**config.mk**
```make
export PLATFORM = sky130hd
export DESIGN_NAME = receptor_serial_16
export DESIGN_NICKNAME = d
export VERILOG_FILES = /design/src/rtl/receptor_serial_defs_pkg.sv /design/src/rtl/contador_bit_serial.sv /design/src/rtl/receptor_serial_16.sv
export SDC_FILE = /design/constraint.sdc
export NUM_CORES = 1
export LEC_CHECK = 0
export ABC_AREA = 1
export BUFFER_PORTS_ARGS = -buffer_cell sky130_fd_sc_hd__buf_4
export CORE_MARGIN = 2
export CORE_UTILIZATION = 30
export CTS_CLUSTER_DIAMETER = 100
export CTS_CLUSTER_SIZE = 8
export DETAILED_ROUTE_END_ITERATION = 12
export HOLD_SLACK_MARGIN = 0.06
export SETUP_SLACK_MARGIN = 0.05
export SYNTH_ARGS = -nofsm -noshare
export SYNTH_HDL_FRONTEND = slang
export SYNTH_SLANG_ARGS = --single-unit
export TNS_END_PERCENT = 5
```
**constraint.sdc**
```tcl
create_clock -name clock -period 2.51 [get_ports clock]
set_clock_uncertainty 0.1 [all_clocks]
set_input_delay 0.1255 -clock clock [delete_from_list [all_inputs] [get_ports clock]]
set_output_delay 0.1255 -clock clock [all_outputs]
set_load 0.02 [all_outputs]
```
**src/rtl/receptor_serial_defs_pkg.sv**
```systemverilog
// Shared definitions for the 16-bit serial receiver: FSM state encodings,
// default bit period and the even-parity helper used when RECEPTOR_PARIDADE_EN is defined.
package receptor_serial_defs_pkg;

    localparam int unsigned CLKS_PER_BIT_DEFAULT = 434;
    localparam int unsigned ESTADO_W             = 4;
    localparam int unsigned BYTE_W               = 8;
    localparam int unsigned WORD_W               = 16;

    typedef enum logic [ESTADO_W-1:0] {
        INICIAL  = 4'd0,
        START    = 4'd1,
        DADOS    = 4'd2,
        PARIDADE = 4'd3,
        STOP     = 4'd4,
        ARMAZENA = 4'd5,
        PRONTO   = 4'd6,
        ERRO     = 4'd7
    } estado_t;

    // High when data plus parity bit has odd weight, i.e. even parity is violated.
    function automatic logic paridade_impar(input logic [BYTE_W-1:0] dado, input logic bit_par);
        return ^{dado, bit_par};
    endfunction

endpackage

```
**src/rtl/contador_bit_serial.sv**
```systemverilog
// Modulo-MODULO bit timer with synchronous clear and enable; fim_o flags the
// terminal count and meio_o flags the half-bit point, both registered.
module contador_bit_serial #(
    parameter int unsigned MODULO = 434,
    parameter int unsigned MEIO   = MODULO / 2
) (
    input  logic clock,
    input  logic reset,
    input  logic clr_i,
    input  logic en_i,
    output logic fim_o,
    output logic meio_o
);

    localparam int unsigned W = $clog2(MODULO);

    logic [W-1:0] cnt_q, cnt_d;
    logic         fim_q, meio_q;

    always_comb begin
        cnt_d = cnt_q;
        if (clr_i) begin
            cnt_d = '0;
        end else if (en_i) begin
            cnt_d = (cnt_q == W'(MODULO - 1)) ? '0 : cnt_q + W'(1);
        end
    end

    // Flags are registered from the next count so they line up with cnt_q.
    always_ff @(posedge clock) begin
        if (reset) begin
            cnt_q  <= '0;
            fim_q  <= 1'b0;
            meio_q <= (MEIO == 1);
        end else begin
            cnt_q  <= cnt_d;
            fim_q  <= (cnt_d == W'(MODULO - 1));
            meio_q <= (cnt_d == W'(MEIO - 1));
        end
    end

    assign fim_o  = fim_q;
    assign meio_o = meio_q;

endmodule

```
**src/rtl/receptor_serial_16.sv**
```systemverilog
// UART receiver (8N1, or 8E1 with RECEPTOR_PARIDADE_EN) that pairs two bytes into
// a 16-bit word {second, first} and pulses pronto for one cycle per word.
module receptor_serial_16
    import receptor_serial_defs_pkg::*;
#(
    parameter int unsigned CLKS_PER_BIT = CLKS_PER_BIT_DEFAULT,
    parameter int unsigned HALF_BIT     = CLKS_PER_BIT / 2
) (
    input  logic                clock,
    input  logic                reset,
    input  logic                RX,
    output logic [WORD_W-1:0]   D,
    output logic                pronto,
    output logic                erro,
    output logic [ESTADO_W-1:0] db_estado
);

    logic               rx_meta_q, rx_s_q;
    estado_t            estado_q, estado_d;
    logic [2:0]         bit_cnt_q, bit_cnt_d;
    logic [BYTE_W-1:0]  shift_q, shift_d;
    logic [BYTE_W-1:0]  low_q, low_d;
    logic               cnt_byte_q, cnt_byte_d;
    logic               espera_q, espera_d;
    logic [WORD_W-1:0]  d_q, d_d;
    logic               pronto_q, pronto_d;
    logic               erro_q, erro_d;
`ifdef RECEPTOR_PARIDADE_EN
    logic               par_q, par_d;
`endif
    logic               tmr_clr, tmr_en;
    logic               tmr_fim, tmr_meio;

    contador_bit_serial #(
        .MODULO (CLKS_PER_BIT),
        .MEIO   (HALF_BIT)
    ) u_timer (
        .clock  (clock),
        .reset  (reset),
        .clr_i  (tmr_clr),
        .en_i   (tmr_en),
        .fim_o  (tmr_fim),
        .meio_o (tmr_meio)
    );

    // Next-state, datapath and output decode.
    always_comb begin
        estado_d   = estado_q;
        bit_cnt_d  = bit_cnt_q;
        shift_d    = shift_q;
        low_d      = low_q;
        cnt_byte_d = cnt_byte_q;
        espera_d   = espera_q;
        d_d        = d_q;
`ifdef RECEPTOR_PARIDADE_EN
        par_d      = par_q;
`endif
        tmr_clr    = 1'b0;
        tmr_en     = 1'b0;

        case (estado_q)
            INICIAL: begin
                tmr_clr   = 1'b1;
                bit_cnt_d = '0;
                if (rx_s_q) begin
                    espera_d = 1'b0;
                end else if (!espera_q) begin
                    estado_d = START;
                end
            end
            START: begin
                tmr_en = 1'b1;
                if (tmr_meio) begin
                    tmr_clr  = 1'b1;
                    estado_d = rx_s_q ? INICIAL : DADOS;
                end
            end
            DADOS: begin
                tmr_en = 1'b1;
                if (tmr_fim) begin
                    shift_d   = {rx_s_q, shift_q[BYTE_W-1:1]};
                    bit_cnt_d = bit_cnt_q + 3'd1;
                    if (bit_cnt_q == 3'd7) begin
`ifdef RECEPTOR_PARIDADE_EN
                        estado_d = PARIDADE;
`else
                        estado_d = STOP;
`endif
                    end
                end
            end
`ifdef RECEPTOR_PARIDADE_EN
            PARIDADE: begin
                tmr_en = 1'b1;
                if (tmr_fim) begin
                    par_d    = rx_s_q;
                    estado_d = STOP;
                end
            end
`endif
            STOP: begin
                tmr_en = 1'b1;
                if (tmr_fim) begin
`ifdef RECEPTOR_PARIDADE_EN
                    estado_d = (rx_s_q && !paridade_impar(shift_q, par_q)) ? ARMAZENA : ERRO;
`else
                    estado_d = rx_s_q ? ARMAZENA : ERRO;
`endif
                end
            end
            ARMAZENA: begin
                tmr_clr = 1'b1;
                if (!cnt_byte_q) begin
                    low_d      = shift_q;
                    cnt_byte_d = 1'b1;
                    estado_d   = INICIAL;
                end else begin
                    d_d        = {shift_q, low_q};
                    cnt_byte_d = 1'b0;
                    estado_d   = PRONTO;
                end
            end
            PRONTO: begin
                tmr_clr  = 1'b1;
                estado_d = INICIAL;
            end
            ERRO: begin
                // Only block new starts if the line is still low after the bad frame.
                tmr_clr    = 1'b1;
                cnt_byte_d = 1'b0;
                espera_d   = ~rx_s_q;
                estado_d   = INICIAL;
            end
            default: begin
                estado_d = INICIAL;
            end
        endcase

        pronto_d = (estado_d == PRONTO);
        erro_d   = (estado_d == ERRO);
    end

    always_ff @(posedge clock) begin
        if (reset) begin
            rx_meta_q  <= 1'b1;
            rx_s_q     <= 1'b1;
            estado_q   <= INICIAL;
            bit_cnt_q  <= '0;
            shift_q    <= '0;
            low_q      <= '0;
            cnt_byte_q <= 1'b0;
            espera_q   <= 1'b0;
            d_q        <= '0;
            pronto_q   <= 1'b0;
            erro_q     <= 1'b0;
`ifdef RECEPTOR_PARIDADE_EN
            par_q      <= 1'b0;
`endif
        end else begin
            rx_meta_q  <= RX;
            rx_s_q     <= rx_meta_q;
            estado_q   <= estado_d;
            bit_cnt_q  <= bit_cnt_d;
            shift_q    <= shift_d;
            low_q      <= low_d;
            cnt_byte_q <= cnt_byte_d;
            espera_q   <= espera_d;
            d_q        <= d_d;
            pronto_q   <= pronto_d;
            erro_q     <= erro_d;
`ifdef RECEPTOR_PARIDADE_EN
            par_q      <= par_d;
`endif
        end
    end

    assign D         = d_q;
    assign pronto    = pronto_q;
    assign erro      = erro_q;
    assign db_estado = estado_q;

endmodule

```
* Word level (Yosys, flattened, before mapping)
Index checks and enable logic that the tools add are counted. Widths: inputs -> output; s select.
Operators by class: $add $sub $neg 2, equal/unequal tests 14, multiplexer cells 22, bitwise gates (word level) 2, reductions and logical operators 11
Operators by type and width (number):
- $mux 9 | 3
- $eq 4x3->1 const B | 6
- $mux 4 | 6
- $pmux 4 s5 | 1
- $eq 9x9->1 const B | 2
- $reduce_and 2->1 | 5
- $add 9x1->9 const B | 1
- $eq 9x8->1 const B | 1
- $mux 3 | 2
- $pmux 1 s2 | 3
- $pmux 3 s2 | 1
- $reduce_bool 2->1 | 3
- $eq 4x1->1 const B | 1
- $eq 4x2->1 const B | 1
- $logic_not 4->1 | 1
- $mux 1 | 4
- $mux 2 | 2
- $reduce_or 4->1 | 1
- $add 3x1->3 const B | 1
- $eq 3x3->1 const B | 1
- $reduce_or 3->1 | 1
- $ne 2x1->1 const B | 1
- $ne 2x2->1 const B | 1
- $not 1->1 | 2
Word-level totals: flip-flop bits (word level) 56, input bits 3, output and inout port bits 22, logic and storage cells 65

* Depth between registers and ports, before layout
word-level depth 6, gate-level depth with buffers 12, gate-level depth less buffers 12

* Hierarchy
From an unflattened synthesis, not the netlist that was laid out.
Second synthesis, totals: cells, all modules 340, area total of the unflattened synthesis 2568.7 sq um
By module, submodules not included:
- receptor_serial_16 | times used 1, cells each 235, area each 1876.8 sq um, sequential area each 900.9 sq um
- contador_bit_serial | times used 1, cells each 105, area each 691.9 sq um, sequential area each 220.2 sq um

* Worst setup path before layout
Ideal clock, no wire load.
path type register to register, start point reg estado_q[2], in the netlist db_estado[2], end point reg d_q[10], in the netlist D[10], library setup time 0.132 ns, arrival 1.467 ns, required time 2.278 ns, path slack 0.810 ns, stages on the path, launching flop included 11, buffers on the path 1, clock period less this slack 1.700 ns, path through dfxtp_1 inv_2 nor2_2 inv_2 nor2_1 inv_2 nor2_4 nand2_2 clkbuf_1 nand2_1 a21oi_1
On the way: cells in the longest elaborated chain, start to end 2
Ends and longest elaborated chain:
- start: declaration | line receptor_serial_16.sv:19 | estado_t estado_q, estado_d;
- start signal: assignment | line receptor_serial_16.sv:162 | estado_q <= estado_d;
- $eq 4x3->1 | line receptor_serial_16.sv:61 | case (estado_q)
- $reduce_and 2->1 (no source line)
- end signal: assignment | line receptor_serial_16.sv:153 | d_q <= '0;
- end signal: assignment | line receptor_serial_16.sv:168 | d_q <= d_d;
- end: declaration | line receptor_serial_16.sv:25 | logic [WORD_W-1:0] d_q, d_d;
No other way between the ends. A chain may end at the register's enable or synchronous reset.

* Worst setup path in the final report
start point reg estado_q[1], in the netlist db_estado[1], end point reg u_timer.meio_q, in the netlist u_timer.meio_o
On the way: cells in the longest elaborated chain, start to end 6, elaborated cells between the ends (all ways) 14, those cells by class 7 x eq/ne; 4 x mux; 3 x reduce/logical
Ends and longest elaborated chain:
- $eq 4x3->1 (tied with other cells) | line receptor_serial_16.sv:61
- $reduce_or 3->1 (no source line)
- $mux 1 | line receptor_serial_16.sv:61
- $mux 9 | line contador_bit_serial.sv:24 | end else if (en_i) begin
- $mux 9 (*) | line contador_bit_serial.sv:22 | if (clr_i) begin
- $eq 9x8->1 (*) | line contador_bit_serial.sv:38 | meio_q <= (cnt_d == W'(MEIO - 1));
- end signal: assignment | line contador_bit_serial.sv:34 | meio_q <= (MEIO == 1);
- end signal: assignment | line contador_bit_serial.sv:38
- end: declaration | line contador_bit_serial.sv:18 | logic fim_q, meio_q;
Every way passes the cells marked *; elsewhere a longest branch is shown, timed or not.

==> run metrics <==
outcome finished, final reports clean; Synth Net Count between 300 and 400; Setup Fix Bufs, Post-CTS 0; CP max FO 16; CP bufs+invs 0; routed len/inst 11.8 um; crit-path leading delay family simple AND/OR/NAND/NOR gates; count of cell types in the netlist 30; CTS tree built; Crit path required time 2.64 ns; largest area contributor in the synthesized netlist dfxtp_1; Worst setup EP type flop; GRT Resource Usage Total between 10% and 20%; Placeable Area just under 8000 sq um; register share of total power about 58%; Reg-to-Reg End u_timer.meio_o; via count between 2000 and 2500; worst reg-to-reg setup slack between 0.6 and 0.7 ns; Critical Path Max Stage Delay 0.54 ns; initial antenna violation count 0; top-level I/O count 25; worst r2r src db_estado[1]; Final min period between 1.5 and 2 ns; Pre-antenna DRT Iters 4; gr ovfl total 0; Critical-path top delay cell dfxtp_1; post-detail-place hpwl between 3000 and 4000 um; Final ANT Viol Nets 0; clock buffer depth 2; Die H 94.3 um; startpoint class of the critical path flop; CP arrival between 2 and 2.5 ns; Post-Synthesis Cell Area ~2400 sq um; Avg Inst Size Synth approximately 7.2 sq um; Initial Util a little under a third; first-pass GRT wire length 9250 um; pre-CTS WS between 0.7 and 0.8 ns; final hold viol count 0; worst path cell trace nor2_2 > nand2_2 > nand3_4 > a21oi_2 > nand3_1 > nor2_1 > nand2_1 > nor3_2; CTS Buf Count 5; fraction of layout cells with a size suffix above 1 14.3%; CTS Sinks between 50 and 60; R2R cell count 8; total power density per cell area approximately 540 nW/um^2; internal cell power approximately 1.2 mW; critical path type reg2reg; pin count of the biggest net entering global routing 42; Clock Power Share between 30% and 40%; crit share post-route 75.3%; Hold Path Cell Cnt 2; worst setup margin 0.620 ns; hold path start reset; ranking of synthesized cells by area dfxtp_1, nand2_1, nand3_1; post-synth top area share 45.8%; vias in the first global route a little under 2000; vias per inst roughly 4.7; Die Span X 94.3 um; routed wire length ~5500 um; clock latency on the worst-skew pair between 0.3 and 0.4 ns; Root Buffer clkbuf_8; die area slightly below 9000 sq um; H-tree levels 2; ANT cells 0; final setup vio count 0; Hold Path Sink u_timer.cnt_q[4]; total power between 1.5 and 2 mW; P_sw ~330 uW; gpl congestion slightly above 0.9; Slew Viols, Final 0; synth-to-layout area growth 16.0%; # rows 32; Peak Freq between 0.5 and 0.6 GHz; # hold bufs at CTS 1; Final Hold Slack 0.140 ns; static leakage approximately 1.2 nW; Detailed Route Iter0 Violations 121; PostCTS Resize Cnt 0; register area share after synthesis a little under half; Setup TNS 0 ns; Ys Warns 0; gate count of the mapped netlist approximately 340; RSZ-0062 raised after global routing false; Min-Delay Path Class in2reg; Reg clk slew, reported paths 0.10 ns; Max Cap Violations 0; Max VDD drop roughly 0.00028 V; Sw Share 21.5%; drc violations 0; number of synthesized register bits 56; NumNets Final ~370; combinational share of power under 10%; port bufs 24
registers in the layout (all words and copies together), names as in the netlist:
name	count
bit_cnt_q	3
rx_meta_q	1
low_q	8
rx_s_q	1
espera_q	1
erro	1
u_timer.meio_o	1
D	16
db_estado	4
pronto	1
u_timer.fim_o	1
shift_q	8
cnt_byte_q	1
u_timer.cnt_q	9
cells in the mapped netlist:
cell type   n
buf_1       1
buf_2       3
nor2_1     45
nand3_1    44
dfxtp_1    56
clkbuf_1    9
inv_1      29
o22ai_1     1
nand2_1    71
nand2_2     3
nor2_4      1
clkinv_1    1
conb_1      1
a21oi_2     1
nand3_4     1
inv_2       3
nand4_1     5
nor2_2      4
o21ai_0    13
or2_2       2
a211oi_1    1
buf_6       1
a31oi_1     2
nand3_2     1
nor3_1      2
a21oi_1    32
o21ai_1     1
xor2_1      2
ha_1        4
nor3_2      1
power groups by stage:
| stage | Clock, mW | Sequential (mW) | Combinational (mW) |
|---|---|---|---|
| global placement | 0 | 0.915 | 0.0399 |
| CTS | 0.619 | 0.894 | 0.0412 |
| finish | 0.598 | 0.894 | 0.0414 |
| global route | 0.648 | 0.895 | 0.0459 |
| detailed placement | 0 | 0.915 | 0.0400 |
| floorplan | 0 | 0.916 | 0.0288 |
cells by family (layout without fill, tap and decap cells):
kind of cell / after synthesis / after routing / synth area share [%]
and+or+nand+nor: 180 / 180 / 32.8
xor gates and xnor gates: 2 / 2 / 0.716
adders and majority gates: 4 / 4 / 2.05
buffers and inverters: 47 / 69 / 7.67
DFF: 56 / 56 / 45.8
AOI/OAI and AO/OA: 51 / 51 / 10.8
other: 1 / 1 / 0.153
layout by cell type, fill, tap and decap left out, drive strengths merged, types with 2 or more instances in the layout:
cell / netlist / routed
clkbuf: 9 / 5
or2: 2 / 2
a31oi: 2 / 2
nor2: 50 / 50
buf: 5 / 27
a21oi: 33 / 33
dfxtp: 56 / 56
inv: 32 / 33
nand2: 74 / 74
o21ai: 14 / 14
nand4: 5 / 5
nor3: 3 / 3
nand3: 46 / 46
xor2: 2 / 2
ha: 4 / 4
worst register-to-register path, cell delays in order (launching register included):
cell and delay [ns]:
dfxtp_1 0.54, nor2_2 0.11, nand2_2 0.16, nand3_4 0.19
a21oi_2 0.25, nand3_1 0.16, nor2_1 0.13, nand2_1 0.07
nor3_2 0.11
per-stage QoR:
step,instances,area [sq um],utilization [%]
floorplan,341,2450,-
global placement,456,2710,34.8
detailed placement,456,2710,34.8
CTS,465,2840,36.4
global route,465,2840,36.4
finish,465,2840,36.4
worst max path at each step:
stage               slack, ns         start  cells past startpoint        endpoint
floorplan                0.81  db_estado[2]                     10           D[10]
global placement         0.75  db_estado[2]                      9            D[3]
detailed placement       0.70  db_estado[1]                      8  u_timer.meio_o
CTS                      0.65  db_estado[1]                      8  u_timer.meio_o
global route             0.43  db_estado[1]                      8  u_timer.meio_o
finish                   0.62  db_estado[1]                      8  u_timer.meio_o
metal layers:
layer,track usage [%],wire (um)
met1,17.4,2740
met4,4.95,93
met3,2.57,196
met5,0,0
met2,20.2,2450
area by class of cell:
type	count	area, sq um
inverters	33	124
clock inverters	3	46.3
well taps	102	128
clock buffers	5	68.8
multi-input cells	238	1140
flip-flops and latches	56	1120
repair buffers	28	213
fillers	840	4970
(Power assumes the default switching activity.)
